### src/rtl/fp16_stream_extremum.sv
// Streaming FP16 max/min reduction: tracks the best value and its index over a
// packet and presents one result beat per packet.
module fp16_stream_extremum #(
  parameter int DATA_WIDTH = 16,
  parameter int IDX_W      = 8,
  parameter int FIND_MIN   = 0,
  parameter int TIE_LAST   = 0
) (
  input  logic                  clk,
  input  logic                  rst_n,
  input  logic                  in_valid,
  output logic                  in_ready,
  input  logic [DATA_WIDTH-1:0] in_data,
  input  logic                  in_last,
  output logic                  out_valid,
  input  logic                  out_ready,
  output logic [DATA_WIDTH-1:0] out_data,
  output logic [IDX_W-1:0]      out_index,
  output logic [IDX_W:0]        out_count,
  output logic                  out_overflow
);

  typedef enum logic [1:0] {EMPTY, ACCUM, HOLD} state_t;

  localparam logic [IDX_W:0] CNT_MAX = {1'b1, {IDX_W{1'b0}}};
  localparam logic [IDX_W:0] CNT_ONE = {{IDX_W{1'b0}}, 1'b1};

  state_t                  state, state_n;
  logic                    started;
  logic [DATA_WIDTH-1:0]   best, best_n;
  logic [IDX_W-1:0]        best_idx, idx_n;
  logic [IDX_W:0]          cnt, cnt_n;
  logic                    ovf, ovf_n;
  logic                    accept;
  logic                    better;
  logic [DATA_WIDTH-1:0]   in_key, best_key;

  // Map sign-magnitude onto an unsigned key: positives above negatives, and
  // negatives inverted so larger magnitude sorts lower (-0 lands just below +0).
  function automatic logic [DATA_WIDTH-1:0] order_key(input logic [DATA_WIDTH-1:0] v);
    return v[DATA_WIDTH-1] ? {1'b0, ~v[DATA_WIDTH-2:0]} : {1'b1, v[DATA_WIDTH-2:0]};
  endfunction

  assign in_key   = order_key(in_data);
  assign best_key = order_key(best);

  always_comb begin
    better = 1'b0;
    if (FIND_MIN != 0) better = (in_key < best_key);
    else               better = (in_key > best_key);
    if ((TIE_LAST != 0) && (in_key == best_key)) better = 1'b1;
  end

  assign in_ready  = started && (state != HOLD);
  assign out_valid = (state == HOLD);
  assign accept    = in_valid && in_ready;

  always_comb begin
    state_n = state;
    best_n  = best;
    idx_n   = best_idx;
    cnt_n   = cnt;
    ovf_n   = ovf;
    case (state)
      EMPTY: begin
        if (accept) begin
          best_n  = in_data;
          idx_n   = '0;
          cnt_n   = CNT_ONE;
          ovf_n   = 1'b0;
          state_n = in_last ? HOLD : ACCUM;
        end
      end
      ACCUM: begin
        if (accept) begin
          if (cnt == CNT_MAX) begin
            ovf_n = 1'b1;
          end else begin
            if (better) begin
              best_n = in_data;
              idx_n  = cnt[IDX_W-1:0];
            end
            cnt_n = cnt + CNT_ONE;
          end
          if (in_last) state_n = HOLD;
        end
      end
      HOLD: begin
        if (out_ready) state_n = EMPTY;
      end
      default: state_n = EMPTY;
    endcase
  end

  // Result registers are captured only on entry to HOLD so they stay frozen
  // while the next packet accumulates.
  always_ff @(posedge clk or negedge rst_n) begin
    if (!rst_n) begin
      state        <= EMPTY;
      started      <= 1'b0;
      best         <= '0;
      best_idx     <= '0;
      cnt          <= '0;
      ovf          <= 1'b0;
      out_data     <= '0;
      out_index    <= '0;
      out_count    <= '0;
      out_overflow <= 1'b0;
    end else begin
      started  <= 1'b1;
      state    <= state_n;
      best     <= best_n;
      best_idx <= idx_n;
      cnt      <= cnt_n;
      ovf      <= ovf_n;
      if ((state != HOLD) && (state_n == HOLD)) begin
        out_data     <= best_n;
        out_index    <= idx_n;
        out_count    <= cnt_n;
        out_overflow <= ovf_n;
      end
    end
  end

endmodule

### config.mk
export PLATFORM = sky130hd
export DESIGN_NAME = fp16_stream_extremum
export DESIGN_NICKNAME = d
export VERILOG_FILES = /design/src/rtl/fp16_stream_extremum.sv
export SDC_FILE = /design/constraint.sdc
export NUM_CORES = 1
export LEC_CHECK = 0
export ABC_AREA = 1
export BUFFER_PORTS_ARGS = -buffer_cell sky130_fd_sc_hd__buf_4
export CAP_MARGIN = 20
export CORE_UTILIZATION = 62
export CTS_BUF_LIST = sky130_fd_sc_hd__clkbuf_4 sky130_fd_sc_hd__clkbuf_8 sky130_fd_sc_hd__clkbuf_16
export DETAILED_ROUTE_END_ITERATION = 12
export GPL_ROUTABILITY_DRIVEN = 1
export MAX_ROUTING_LAYER = met4
export PLACE_DENSITY = 0.93
export SETUP_SLACK_MARGIN = 0.1
export SLEW_MARGIN = 10
export SYNTH_ARGS = -nofsm -noshare
export SYNTH_HDL_FRONTEND = slang
export SYNTH_SLANG_ARGS = --single-unit
### constraint.sdc
create_clock -name clk -period 5.9 [get_ports clk]
set_clock_uncertainty 0.2 [all_clocks]
set_input_delay 0.59 -clock clk [delete_from_list [all_inputs] [get_ports clk]]
set_output_delay 0.59 -clock clk [all_outputs]
set_load 0.005 [all_outputs]
==> impl_metrics.json, run 1 <==
{
  "status": "finished clean",
  "power.internal_mw": 1.27,
  "io_buffers": 56,
  "cts_max_level": 3,
  "via_per_inst": 5.81,
  "power_density_nw_per_um2": 438,
  "numCtsBuffers": 9,
  "synth-async-reset-ratio_pct": 100,
  "ys_warn_count": 0,
  "period_share_pct": 52.2,
  "worstSetupStartpointType": "flip-flop",
  "cts_tree": "built",
  "top_layer_used": "met4",
  "worst-path-max-fanout": 19,
  "max_cap_violations": 0,
  "max_freq_mhz": 325,
  "drt_iter0_drc": 335,
  "postCtsSetupRepairBufs": 0,
  "path_common_cell": "nand2_1",
  "hold_buffers": 0,
  "drv_slew": 0,
  "nNetsFinal": 609,
  "routabilityCongestion": 0.849,
  "die_area_um2": 6910,
  "core_area_um2": 6350,
  "cts_num_sinks": 71,
  "antenna_cells": 0,
  "worst_slew_pin_slew_ns": 0.874,
  "met1_length_um": 3910,
  "initial_core_util_pct": 64.3,
  "io_pins": 57,
  "ys.flop_type": "dfrtp_1",
  "regToRegSetupSlack_ns": 2.82,
  "crit_required_ns": 5.94,
  "yosys.area_share.adder_pct": 5.52,
  "crit_path_end_kind": "flip-flop",
  "drc": 0,
  "r2r-start": "best[15]",
  "netlist_instances": 523,
  "p_leak_nw": 2.61,
  "slowest_delay_ns": 0.85,
  "grt_pass1_vias": 3898,
  "dp_hpwl_um": 6850,
  "clk_path_buf_depth": 2,
  "fin_tns_setup_ns": 0,
  "drive_above_1_share_pct": 15.1,
  "slew_headroom_pct": 41.7,
  "die_w_um": 83.1,
  "die_y_um": 83.1,
  "path_class": "reg2reg",
  "ys_seq_area_share_pct": 43.5,
  "insertion_delay_ns": 0.35,
  "reg2reg_depth": 14,
  "setup_violations": 0,
  "synth_cell_type_count": 30,
  "ant_nets": 0,
  "cts_resized": 0,
  "net-switching-power_mw": 0.809,
  "slowest_stage": "dfrtp_1",
  "vias": 3791,
  "seqPwrFrac_pct": 36.9,
  "syn_avg_cell_area_um2": 7.80,
  "power_frac_comb_pct": 41.8,
  "min_period_ns": 3.08,
  "synth-compound-area-share_pct": 9.41,
  "reg2reg_to": "out_data[4]",
  "cts_root_buffer": "clkbuf_8",
  "syn_to_final_growth_pct": 16.0,
  "swShare_pct": 39.0,
  "p_total_mw": 2.07,
  "cp.arrival_ns": 3.12,
  "muxShareOfSynthArea_pct": 0,
  "netlist_area_um2": 4080,
  "grt_setup_unrepaired": "no",
  "wirelength_um": 10000,
  "path_cells": "xnor2_1 -> ha_1 -> a21oi_1 -> nor2_1 -> nor2_1 -> nand2_1 -> nand2_1 -> nand2_2 -> nand2_4 -> nand2_1 -> nand3_1 -> nand2_1 -> nand2_1 -> nand2_1",
  "track_usage_pct": 31.6,
  "clkPwrFrac_pct": 21.2,
  "synth_edf_count": 0,
  "hold_class": "in2async",
  "grt_pass1_wl_um": 16900,
  "met2_length_um": 5110,
  "detail_route.first_pass.iterations": 6,
  "clk_pin_slew_ns": 0.07,
  "grt_max_degree": 72,
  "grt_remaining_overflow": 0,
  "synthSimpleGateAreaFrac_pct": 26.5,
  "hold_viol": 0,
  "wl_met3_um": 718,
  "wire_per_inst_um": 15.4,
  "max-vdd-ir-drop_mv": 0.333,
  "num_rows": 29,
  "ys_seq_elements": 71,
  "antenna_found_initial": 0,
  "synth_xor_xnor_area_share_pct": 6.65,
  "syn_nets": 562,
  "synth_top_family_by_area": "simple AND/OR/NAND/NOR gates"
}
-- worst max-delay path by stage --
stage | startpoint | end | slack, ns | depth (start not counted)
global route | best[15] | out_data[6] | 2.59 | 14
floorplan | in_data[15] | out_data[10] | 2.82 | 16
CTS | best[15] | out_index[5] | 2.87 | 16
global placement | in_data[15] | out_data[2] | 3.00 | 13
finish | best[15] | out_data[4] | 2.82 | 14
detailed placement | best[15] | out_data[9] | 2.85 | 14
-- per-layer routing --
layer | vias to the layer above | global-route usage [%]
li1 | 1764 | -
met1 | 1809 | 37.9
met2 | 184 | 52.0
met3 | 34 | 4.08
met4 | 0 | 17.2
met5 | - | -
-- power by group through the flow --
stage                     Sequential (mW)  Clock (mW)  Combinational, mW
after floorplan                     0.726           0              0.586
after global placement              0.761           0              0.795
after detailed placement            0.767           0              0.856
after CTS                           0.761       0.444              0.864
after global routing                0.778       0.463              0.974
final                               0.766       0.440              0.868
-- worst max-delay path: cells and delay by family (launching register included) --
kind | cells | cell delay, ns
AND/OR/NAND/NOR | 11 | 1.25
AO/OA/AOI/OAI | 1 | 0.17
XOR/XNOR | 1 | 0.18
flip-flops | 1 | 0.85
adder cells (fa/ha/maj) | 1 | 0.32
-- synth_stat cells, drive strengths merged (9+ instances only) --
library cell / n / area (um^2)
nand2: 182 / 696
dfrtp: 71 / 1780
inv: 60 / 225
nand3: 47 / 248
o21ai: 37 / 196
ha: 18 / 225
o211ai: 18 / 135
nor2: 16 / 78.8
xor2: 16 / 140
xnor2: 15 / 131
buf: 12 / 73.8
clkbuf: 10 / 38.8
a21oi: 9 / 45.0
-- through the flow --
step | util (%) | hold slack (ns) | std cells | worst slack, ns | instance area [um^2]
floorplan | - | 0.0944 | 523 | 2.82 | 4080
global placement | 70.9 | 0.259 | 636 | 3.00 | 4500
detailed placement | 70.9 | 0.266 | 636 | 2.85 | 4500
CTS | 74.5 | 0.182 | 652 | 2.87 | 4730
global route | 74.5 | 0.233 | 652 | 2.59 | 4730
finish | 74.5 | 0.146 | 652 | 2.82 | 4730
-- cell usage in the layout, fill, tap and decap left out, types with 2 or more instances in the layout --
| cell type | count |
|---|---|
| nand2_1 | 179 |
| dfrtp_1 | 71 |
| nand4_1 | 6 |
| nand2_2 | 2 |
| nor2_2 | 2 |
| nor2_1 | 13 |
| a21oi_1 | 9 |
| xor2_1 | 16 |
| bufinv_16 | 2 |
| ha_1 | 18 |
| o211ai_1 | 18 |
| xnor2_1 | 15 |
| o21ai_0 | 35 |
| clkinvlp_4 | 2 |
| clkbuf_8 | 11 |
| nand3_1 | 46 |
| nor3_1 | 3 |
| inv_2 | 5 |
| inv_1 | 55 |
| buf_4 | 58 |
-- cells by family after synthesis --
| family | Yosys count |
|---|---|
| simple gates | 255 |
| xor+xnor | 31 |
| compound gates | 65 |
| fa+ha+maj | 18 |
| buf+inv | 82 |
| other cells | 1 |
| flops | 71 |
-- sequential cells by signal (all words and copies together), names as in the netlist --
| register | cells |
|---|---|
| out_index | 8 |
| started | 1 |
| cnt | 9 |
| out_overflow | 1 |
| best | 16 |
| best_idx | 8 |
| out_count | 9 |
| ovf | 1 |
| out_data | 16 |
| state | 2 |
-- final cells by class --
cell class	count	area (um^2)
Clock buffer	11	151
Sequential cell	71	1780
Inverter	60	225
Timing Repair Buffer	58	435
Multi-Input combinational cell	370	1970
Tap cell	77	96.3
Clock inverter	5	80.1
Fill cell	447	1620
Note: power is estimated with default switching activity, not from simulation.
==> run 2, diff against run 1 <==
--- a/config.mk
+++ b/config.mk
@@ -8,12 +8,12 @@
 export ABC_AREA = 1
 export BUFFER_PORTS_ARGS = -buffer_cell sky130_fd_sc_hd__buf_4
 export CAP_MARGIN = 20
-export CORE_UTILIZATION = 62
+export CORE_UTILIZATION = 52
 export CTS_BUF_LIST = sky130_fd_sc_hd__clkbuf_4 sky130_fd_sc_hd__clkbuf_8 sky130_fd_sc_hd__clkbuf_16
 export DETAILED_ROUTE_END_ITERATION = 12
 export GPL_ROUTABILITY_DRIVEN = 1
 export MAX_ROUTING_LAYER = met4
-export PLACE_DENSITY = 0.93
+export PLACE_DENSITY = 0.84
 export SETUP_SLACK_MARGIN = 0.1
 export SLEW_MARGIN = 10
 export SYNTH_ARGS = -nofsm -noshare
==> constraint.sdc (replaced) <==
create_clock -name clk -period 2.6 [get_ports clk]
set_clock_uncertainty 0.2 [all_clocks]
set_input_delay 0.26 -clock clk [delete_from_list [all_inputs] [get_ports clk]]
set_output_delay 0.26 -clock clk [all_outputs]
set_load 0.005 [all_outputs]
==> run 2 against run 1 <==
Via count increased by 2.6%. Non-clock buffer count increased by 16. Final cell count grew 6.1%. Fmax is 21% higher. Core utilization down 6.0 points. Highest routed layer unchanged. Setup slack worse by 2.8 ns. Critical path depth did not move. Power up 150%. Final area rose by 7.3%. Register-to-register slack got worse by 2.8 ns.
==> impl_metrics.json, run 2 (synthesis results as in run 1) <==
{
  "status": "finished clean",
  "hold_class": "in2reg",
  "cts_max_level": 3,
  "syn_to_final_growth_pct": 24.5,
  "drc": 0,
  "max_freq_mhz": 393,
  "drt_iter0_drc": 395,
  "wire_per_inst_um": 15.3,
  "grt_pass1_wl_um": 16400,
  "clk_pin_slew_ns": 0.08,
  "setup_violations": 0,
  "grt_pass1_vias": 3645,
  "crit_path_end_kind": "flip-flop",
  "antenna_found_initial": 0,
  "max-vdd-ir-drop_mv": 0.412,
  "max_cap_violations": 0,
  "cp.arrival_ns": 2.59,
  "insertion_delay_ns": 0.35,
  "cts_num_sinks": 71,
  "min_period_ns": 2.54,
  "clk_path_buf_depth": 2,
  "worstSetupStartpointType": "flip-flop",
  "fin_hold_ws_ns": 0.0249,
  "fin_tns_setup_ns": 0,
  "antenna_cells": 0,
  "core_area_um2": 7410,
  "wirelength_um": 10600,
  "path_class": "reg2reg",
  "cts_root_buffer": "clkbuf_8",
  "die_w_um": 90.6,
  "via_per_inst": 5.62,
  "hold_viol": 0,
  "cts_tree": "built",
  "dp_hpwl_um": 6810,
  "num_rows": 31,
  "drv_slew": 0,
  "mostFrequentLayoutCells": "nand2_1 (167), dfrtp_1 (71), buf_4 (66)",
  "ant_nets": 0,
  "routabilityCongestion": 0.916,
  "grt_max_degree": 72,
  "detail_route.first_pass.iterations": 6,
  "path_common_cell": "nand2_1",
  "track_usage_pct": 26.0,
  "grt_setup_unrepaired": "yes",
  "reg.largest.list": "best: 16 flops, out_data: 16 flops",
  "crit_required_ns": 2.65,
  "path_cells": "buf_6 -> xnor2_2 -> ha_1 -> nand2_1 -> nor2_2 -> nand4_1 -> nor2_4 -> nor2_8 -> nand2_4 -> nand2_2 -> nand3_1 -> nand2_1 -> nand2_1 -> nand2_1",
  "slew_headroom_pct": 41.0,
  "slowest_delay_ns": 0.43,
  "io_pins": 57,
  "vias": 3891,
  "initial_core_util_pct": 55.1,
  "p_leak_nw": 2.75,
  "slowest_stage": "dfrtp_1",
  "final_common_cell": "nand2_1",
  "worst_slew_pin_slew_ns": 0.886,
  "worst-path-max-fanout": 8,
  "period_share_pct": 97.9,
  "nNetsFinal": 627,
  "numCtsBuffers": 9,
  "power_density_nw_per_um2": 1020,
  "die_area_um2": 8200,
  "drive_above_1_share_pct": 21.6,
  "die_y_um": 90.6,
  "io_buffers": 56,
  "grt_remaining_overflow": 0
}
run 2: final timing paths:
| kind | slack [ns] | cells after the start | startpoint | end |
|---|---|---|---|---|
| min reg2reg | 0.29 | 2 | out_data[6] | out_data[6] |
| min | 0.02 | 3 | in_data[1] | best[1] |
| min in group asynchronous | 0.38 | 2 | rst_n | out_index[1] |
| max | 0.06 | 14 | best[15] | out_data[5] |
| max in group asynchronous | 1.26 | 2 | rst_n | out_data[15] |
| max reg2reg | 0.06 | 14 | best[15] | out_data[5] |
run 2: repair_timing:
item,4_1_cts,5_1_grt
buffers inserted,0,7
cloned,0,3
pin swaps,0,13
hold buffers,3,0
gates resized for setup,4,36
endpoints found under the hold margin,73,0
endpoints found under the setup margin,12,43
run 2: layer usage:
| metal | part of all wire [%] | up-vias | global-route usage (%) |
|---|---|---|---|
| met1 | 40 | 1813 | 31.5 |
| li1 | - | 1806 | - |
| met3 | 7.4 | 49 | 3.62 |
| met5 | 0 | - | - |
| met4 | 3.9 | 0 | 13.6 |
| met2 | 49 | 223 | 42.4 |
run 2: power by group:
group	switching, mW	leakage (nW)	internal, mW	total, mW
registers	0.262	0.941	1.44	1.70
clock network	0.407	0.120	0.613	1.02
logic	1.37	1.68	1.09	2.46
total	2.04	2.75	3.14	5.18
run 2: area by class of cell:
cell class	instances	area [um^2]
timing repair buffer	74	591
clock buffer	13	166
multi-input combinational	372	2130
sequential	71	1780
inverter	60	228
tap	99	124
clock inverter	3	65.1
fill	603	2330
run 2: critical path: cells and delay by family, from the launching register on:
family        cells  cell delay, ns
simple gates     11            1.18
flops             1            0.43
fa+ha+maj         1            0.32
buf+inv           1            0.16
xor+xnor          1            0.14
run 2: metrics by stage:
step	util (%)	instance area (um^2)	power, mW	cells	setup slack, ns
6_report	68.6	5080	5.18	692	0.0552
5_1_grt	68.6	5080	5.52	692	-0.0297
4_1_cts	65.5	4850	4.80	682	0.0966
3_5_place_dp	61.7	4570	3.72	663	0.0784
3_3_place_gp	61.7	4570	3.62	663	0.153
2_1_floorplan	-	4090	2.99	523	0.118
